`config.mk`:
```
export PLATFORM = sky130hd
export DESIGN_NAME = alu_issue_stage
export DESIGN_NICKNAME = d
export VERILOG_FILES = /design/src/rtl/alu_issue_stage.sv
export SDC_FILE = /design/constraint.sdc
export NUM_CORES = 1
export LEC_CHECK = 0
export ABC_AREA = 1
export CAP_MARGIN = 40
export CORE_AREA = 2 2 145 147
export CTS_CLUSTER_DIAMETER = 80
export DETAILED_ROUTE_END_ITERATION = 16
export DIE_AREA = 0 0 147 149
export PLACE_DENSITY = 0.79
export SKIP_LAST_GASP = 1
export SYNTH_ARGS = -nofsm -noshare
export SYNTH_HDL_FRONTEND = slang
export SYNTH_SLANG_ARGS = --single-unit
```
`constraint.sdc`:
```
create_clock -name clk -period 4.85 [get_ports clk]
set_clock_uncertainty 0.15 [all_clocks]
set_input_delay 0.485 -clock clk [delete_from_list [all_inputs] [get_ports clk]]
set_output_delay 0.485 -clock clk [all_outputs]
set_load 0.05 [all_outputs]
```
`src/rtl/alu_issue_stage.sv`:
```
// RV64I integer ALU issue stage: decodes one instruction into ALU operands
// and holds the result in a single-entry valid/ready output register.
module alu_issue_stage (
  input  logic        clk,
  input  logic        rst_n,
  input  logic        in_valid,
  output logic        in_ready,
  input  logic [31:0] in_instr,
  input  logic [63:0] in_pc,
  input  logic [63:0] in_rs1,
  input  logic [63:0] in_rs2,
  input  logic        flush,
  output logic        out_valid,
  input  logic        out_ready,
  output logic [63:0] out_operand1,
  output logic [63:0] out_operand2,
  output logic [2:0]  out_operation,
  output logic        out_modify,
  output logic        out_cast_word,
  output logic [4:0]  out_rd,
  output logic        out_rd_we,
  output logic        out_illegal
);

  typedef struct packed {
    logic [63:0] op1;
    logic [63:0] op2;
    logic [2:0]  operation;
    logic        modify;
    logic        cast_word;
    logic [4:0]  rd;
    logic        rd_we;
    logic        illegal;
  } alu_op_t;

  alu_op_t dec;
  alu_op_t q;
  logic    vld;

  logic [6:0]  opc;
  logic [2:0]  f3;
  logic [6:0]  f7;
  logic [63:0] imm_i;
  logic [63:0] imm_u;
  logic [63:0] w_src;
  logic        sh;
  logic        is_lui;
  logic        is_auipc;
  logic        is_op_imm;
  logic        is_op;
  logic        is_op_imm_32;
  logic        is_op_32;

  assign opc   = in_instr[6:0];
  assign f3    = in_instr[14:12];
  assign f7    = in_instr[31:25];
  assign imm_i = {{52{in_instr[31]}}, in_instr[31:20]};
  assign imm_u = {{32{in_instr[31]}}, in_instr[31:12], 12'b0};
  assign sh    = (f3 == 3'd1) || (f3 == 3'd5);

  assign is_lui       = (opc == 7'b0110111);
  assign is_auipc     = (opc == 7'b0010111);
  assign is_op_imm    = (opc == 7'b0010011);
  assign is_op        = (opc == 7'b0110011);
  assign is_op_imm_32 = (opc == 7'b0011011);
  assign is_op_32     = (opc == 7'b0111011);

  // word right shifts see only the low half, extended per arithmetic/logical
  always_comb begin
    w_src = in_rs1;
    if (f3 == 3'd5) begin
      if (in_instr[30])
        w_src = {{32{in_rs1[31]}}, in_rs1[31:0]};
      else
        w_src = {32'b0, in_rs1[31:0]};
    end
  end

  logic        legal;
  logic [63:0] op1;
  logic [63:0] op2;
  logic [2:0]  oper;
  logic        mdf;
  logic        cw;

  always_comb begin
    legal = 1'b0;
    op1   = '0;
    op2   = '0;
    oper  = '0;
    mdf   = 1'b0;
    cw    = 1'b0;
    unique case (1'b1)
      is_lui: begin
        legal = 1'b1;
        op2   = imm_u;
      end
      is_auipc: begin
        legal = 1'b1;
        op1   = in_pc;
        op2   = imm_u;
      end
      is_op_imm: begin
        if (f3 == 3'd1)
          legal = (in_instr[31:26] == 6'h00);
        else if (f3 == 3'd5)
          legal = (in_instr[31:26] == 6'h00) ||
                  (in_instr[31:26] == 6'h10);
        else
          legal = 1'b1;
        op1  = in_rs1;
        op2  = sh ? {58'b0, in_instr[25:20]} : imm_i;
        oper = f3;
        mdf  = (f3 == 3'd5) && in_instr[30];
      end
      is_op: begin
        legal = (f7 == 7'h00) ||
                ((f7 == 7'h20) && ((f3 == 3'd0) || (f3 == 3'd5)));
        op1  = in_rs1;
        op2  = sh ? {58'b0, in_rs2[5:0]} : in_rs2;
        oper = f3;
        mdf  = in_instr[30];
      end
      is_op_imm_32: begin
        legal = (f3 == 3'd0) ||
                ((f3 == 3'd1) && (f7 == 7'h00)) ||
                ((f3 == 3'd5) && ((f7 == 7'h00) || (f7 == 7'h20)));
        op1  = w_src;
        op2  = sh ? {59'b0, in_instr[24:20]} : imm_i;
        oper = f3;
        mdf  = (f3 == 3'd5) && in_instr[30];
        cw   = 1'b1;
      end
      is_op_32: begin
        legal = ((f7 == 7'h00) &&
                 ((f3 == 3'd0) || (f3 == 3'd1) || (f3 == 3'd5))) ||
                ((f7 == 7'h20) && ((f3 == 3'd0) || (f3 == 3'd5)));
        op1  = w_src;
        op2  = sh ? {59'b0, in_rs2[4:0]} : in_rs2;
        oper = f3;
        mdf  = in_instr[30];
        cw   = 1'b1;
      end
      default: legal = 1'b0;
    endcase
  end

  always_comb begin
    dec         = '0;
    dec.rd      = in_instr[11:7];
    dec.illegal = !legal;
    dec.rd_we   = legal && (in_instr[11:7] != 5'd0);
    if (legal) begin
      dec.op1       = op1;
      dec.op2       = op2;
      dec.operation = oper;
      dec.modify    = mdf;
      dec.cast_word = cw;
    end
  end

  logic xfer;

  assign in_ready = !vld || out_ready;
  assign xfer     = in_valid && in_ready;

  // flushed transfers complete the handshake but never reach the register
  always_ff @(posedge clk or negedge rst_n) begin
    if (!rst_n) begin
      vld <= 1'b0;
      q   <= '0;
    end else begin
      if (flush)
        vld <= 1'b0;
      else if (xfer)
        vld <= 1'b1;
      else if (out_ready)
        vld <= 1'b0;
      if (xfer && !flush)
        q <= dec;
    end
  end

  assign out_valid     = vld;
  assign out_operand1  = q.op1;
  assign out_operand2  = q.op2;
  assign out_operation = q.operation;
  assign out_modify    = q.modify;
  assign out_cast_word = q.cast_word;
  assign out_rd        = q.rd;
  assign out_rd_we     = q.rd_we;
  assign out_illegal   = q.illegal;

endmodule

```
# Word level (Yosys, flattened, before mapping)
# Cells that the tools add are included.
# W data, S select, Z words.
dict set report op_classes {
  n_eq_ne 10
  n_mux 18
  n_reduce_logical 33
}
# cell count
set ops {}
lappend ops {{$mux W64} 6}
lappend ops {{$pmux W64 S5} 1}
lappend ops {{$pmux W64 S3} 1}
lappend ops {{$mux W133} 1}
lappend ops {{$eq A7 B6 Y1 const B} 4}
lappend ops {{$eq A7 B5 Y1 const B} 3}
lappend ops {{$logic_or A1 B1 Y1} 11}
lappend ops {{$reduce_or A2 Y1} 5}
lappend ops {{$logic_and A1 B1 Y1} 8}
lappend ops {{$logic_not A7 Y1} 1}
lappend ops {{$eq A6 B5 Y1 const B} 1}
lappend ops {{$logic_not A6 Y1} 1}
lappend ops {{$mux W1} 6}
lappend ops {{$pmux W1 S5} 1}
lappend ops {{$reduce_bool A5 Y1} 1}
lappend ops {{$reduce_or A4 Y1} 1}
lappend ops {{$eq A3 B1 Y1 const B} 1}
lappend ops {{$eq A3 B3 Y1 const B} 1}
lappend ops {{$logic_not A1 Y1} 3}
lappend ops {{$logic_not A3 Y1} 1}
lappend ops {{$mux W3} 1}
lappend ops {{$reduce_bool A3 Y1} 1}
lappend ops {{$pmux W1 S2} 1}
dict set report totals {
  register_bits 141
  in_bits 229
  output_inout_bits 142
  word_cells 70
}

# Longest topological paths before layout
dict set report depth {
  depth_word 7
  depth_mapped 12
  depth_no_buf 11
}

# Worst setup path before layout
# OpenSTA, ideal clock, no wires.
dict set report synth_path {
  path_kind {register -> register}
  startpoint {reg vld (netlist: out_valid)}
  endpoint {reg q, in the netlist out_operand1[52]}
  setup_ns 0.066
  t_arrival_ns 2.099
  required_ns 4.634
  setup_slack_ns 2.536
  path_stages_with_launch 11
  n_path_buf 1
  synth_period_minus_slack_ns 2.314
  cell_sequence {dfrtp_1 nand2_1 nand2_1 nor2_2 nand2_2 inv_2 buf_4 nand2_1 inv_1 nand2_1 nand2_1}
}
dict set report synth_between {
  elab_chain_cells 4
}
# item line
set synth_rtl {}
lappend synth_rtl {{start, declared} 38} ;# logic vld;
lappend synth_rtl {{start signal, assigned} 170} ;# vld <= 1'b0;
lappend synth_rtl {{start signal, assigned} 174} ;# vld <= 1'b0;
lappend synth_rtl {{start signal, assigned} 176} ;# vld <= 1'b1;
lappend synth_rtl {{$logic_not A1 Y1} 164} ;# assign in_ready = !vld || out_ready;
lappend synth_rtl {{$logic_or A1 B1 Y1} 164}
lappend synth_rtl {{named net in_ready} 7} ;# output logic in_ready,
lappend synth_rtl {{$logic_and A1 B1 Y1} 165} ;# assign xfer = in_valid && in_ready;
lappend synth_rtl {{$logic_and A1 B1 Y1} 179} ;# if (xfer && !flush)
lappend synth_rtl {{end signal, assigned} 171} ;# q <= '0;
lappend synth_rtl {{end signal, assigned} 180} ;# q <= dec;
lappend synth_rtl {{end, declared} 37} ;# alu_op_t q;
# The timed path passes the listed nets, and every way through them passes these cells.
# A chain may end at the register's enable or synchronous reset.

# Final worst setup path
dict set report layout_path {
  startpoint {in in_instr[0]}
  endpoint {reg q, in the netlist out_operand1[45]}
}
dict set report layout_between {
  elab_chain_cells 4
  word_cells_on_any_way 12
  classes_between {eq/ne (6); mux (3); reduce/logical (3)}
}
# item line
set layout_rtl {}
lappend layout_rtl {{start, declared} 8} ;# input logic [31:0] in_instr,
lappend layout_rtl {{$eq A7 B6 Y1 (tied with other cells)} 61} ;# assign is_lui = (opc == 7'b0110111);
lappend layout_rtl {{$reduce_or A2 Y1 (no line)} n/a}
lappend layout_rtl {{$pmux W1 S5 or $pmux W64 S3 (tied branches)} 93} ;# unique case (1'b1)
lappend layout_rtl {{$mux W133 *} 153} ;# if (legal) begin
# Mark *: on every way between the ends. The rest lies on a longest branch, timed or not.

==> out/qor.yml <==
grt_max_degree: 76
power.density_nw_per_um2: 221.5
tns_ns: 0
ant_nets: 0
r2r_start: "out_valid$_DFFE_PN0P_"
min_from: "out_rd[1]$_DFFE_PN0P_"
die_w_um: 147
period_minus_slack_ns: 3.223
leakage_nw: 6.905
crit_fanout: 67
path_delay_family: "simple AND/OR/NAND/NOR gates"
insertion_delay_ns: 0.41
core_area_um2: 20560
synth_nets: 1648
grt_pass1_wl_um: 52050
final_max_slew_viol_count: 0
drt-initial-drc-count: 743
hp-class: "reg2reg"
ys.flop_type: "dfrtp_1"
avgRoutedWirePerCell_um: 16.12
setup_viol: 0
cts_sinks: 141
drtPass1Iterations: 6
ys_seq_area_frac: 0.3972
worstPathBufferInverterCount: 3
dieHeight_um: 149
status: "complete, no violations"
irDropWorstVdd_uv: 264.7
path_cells: "clkdlybuf4s50_1 > nand2_2 > inv_1 > nand3_1 > nor2_1 > nand2_1 > nand3_4 > buf_4 > nand2_1 > nand2_1"
layout-drive-gt1-share: 0.04241
hold_depth: 2
nNetsFinal: 1962
tightest_slew_ns: 0.8755
path_clk_slew_ns: 0.06
cp_common_cell: "nand2_1"
drc: 0
syn_area_per_cell_um2: 6.260
yosysUniqueCellTypes: 25
rows: 53
cp-start-kind: "input pin"
synth_cells: 1419
syn_area_um2: 8882
wl_um: 32580
gr-usage-all-layers: 0.2976
synth_edf_count: 0
io_pins: 371
grt_pass1_vias: 9831
cp_num_cells: 10
via_per_inst: 5.055
post_cts_buffers: 0
slowest_stage: "nand3_4"
start_util: 0.4321
final.period_utilization: 0.6646
htree_levels: 4
ys_warn_count: 0
async_flop_share: 1.000
rsz0062_at_grt: "false"
hold_viol_final: 0
clock_path_buffers: 2
dieArea_um2: 21900
cts_root_buf: "clkbuf_16"
drv_cap: 0
slew_headroom: 0.4155
max_freq_mhz: 310.3
cts_buffers: 17
path_class: "in2reg"
io_buffer_count: 370
cts_tree: "yes"
gp_congestion: 0.8991
pre_cts_slack_ns: 1.274
layout_setup_ws_ns: 1.627
vias: 10217
r2r.worst_path.cells: 9
crit_start: "in_instr[0]"
critical-path-max-stage-delay_ns: 0.59
syn_to_final_growth_pct: 50.16
hpwl_um: 22920
crit_required_ns: 5.06
crit_arrival_ns: 3.43
ys_seq_elements: 141
cp-end-kind: "register"
grt-ovfl-total: 0
antenna_found_initial: 1
==> registers in the layout (all words and copies together), names as in the netlist <==
register	count
out_cast_word	1
out_illegal	1
out_modify	1
out_operand1	64
out_operand2	64
out_operation	3
out_rd	5
out_rd_we	1
out_valid	1
==> worst paths after layout <==
path / end / slack (ns)
max reg2reg: out_operand1[34]$_DFFE_PN0P_ / 2.08
min: out_rd[1]$_DFFE_PN0P_ / 0.32
min in group asynchronous: out_operand1[62]$_DFFE_PN0P_ / 0.43
max: out_operand1[45]$_DFFE_PN0P_ / 1.63
min reg2reg: out_rd[1]$_DFFE_PN0P_ / 0.32
max in group asynchronous: out_operand2[26]$_DFFE_PN0P_ / 3.00
==> layer usage <==
layer  track usage  routed length (µm)
met5             0                   0
met4        0.1404                1602
met3       0.06575                2729
met2        0.4913               15200
met1        0.3742               13050
==> through the flow <==
step	total power, mW	cell area (µm²)	std cells	util	hold slack (ns)
after floorplan	1.348	8882	1419	-	0.03941
after global placement	1.624	12630	1983	0.6142	0.3038
after detailed placement	1.633	12730	1988	0.6192	0.3074
after CTS	2.974	13340	2020	0.6487	0.3223
after global routing	3.061	13340	2021	0.6488	0.3499
final	2.955	13340	2021	0.6488	0.3209
==> worst reg2reg max path: cells and delay by family, from the launching register on <==
| kind | cells | cell delay [ns] |
|---|---|---|
| flip-flops | 1 | 0.39 |
| AND/OR/NAND/NOR | 7 | 1.32 |
| buffers and inverters | 2 | 0.86 |
==> power by group <==
group	total, mW	switching, mW	internal [mW]
registers	1.19	0.00422	1.18
logic	0.425	0.215	0.210
clock network	1.34	0.534	0.807
==> synthesized netlist by cell type (3+ instances only) <==
cell	count	area (µm²)
nand2_1	657	2466
nor2_1	63	236.5
nand4_1	3	18.77
dfrtp_1	141	3528
o21ai_0	18	90.09
clkinv_1	57	214.0
nand2_2	4	25.02
inv_2	7	26.28
nor2_2	4	25.02
inv_1	82	307.8
buf_4	11	82.58
clkbuf_1	38	142.6
o211ai_1	4	30.03
a21oi_1	17	85.08
buf_2	44	220.2
nand3_1	258	1291
==> logic make-up after synthesis <==
| logic type | count (synthesis) | synth area share |
|---|---|---|
| flip-flops | 141 | 0.3972 |
| buffers and inverters | 241 | 0.1127 |
| AND/OR/NAND/NOR | 995 | 0.4646 |
| AO/OA/AOI/OAI | 42 | 0.02550 |
==> layout make-up <==
| cell class | instances | area (µm²) |
|---|---|---|
| fillers | 1846 | 7219 |
| multi-input cells | 1037 | 4382 |
| repair buffers | 390 | 3935 |
| flip-flops and latches | 141 | 3528 |
| inverters | 146 | 550.5 |
| clock buffers | 17 | 425.4 |
| well taps | 275 | 344.1 |
| clock inverters | 14 | 170.2 |
| diodes | 1 | 2.502 |
==> cell usage in the layout (no fill, tap or decap), types with 4 or more instances in the layout <==
cell / count
dfrtp_1: 141
inv_1: 82
buf_4: 13
nor2_1: 62
clkbuf_16: 17
o21ai_0: 18
a21oi_1: 17
clkinvlp_4: 4
nand2_1: 656
inv_2: 6
nand2_2: 5
clkdlybuf4s50_1: 369
nand3_1: 258
clkinv_1: 57
o211ai_1: 4
buf_12: 4
==> timing repair <==
| action | CTS | global route |
|---|---|---|
| endpoints found under the hold margin | 51 | 0 |
| endpoints found under the setup margin | 0 | 0 |
| hold buffers | 1 | 0 |
| gates resized for setup | 0 | 0 |
No activity file was read; power rests on OpenSTA's default activity.
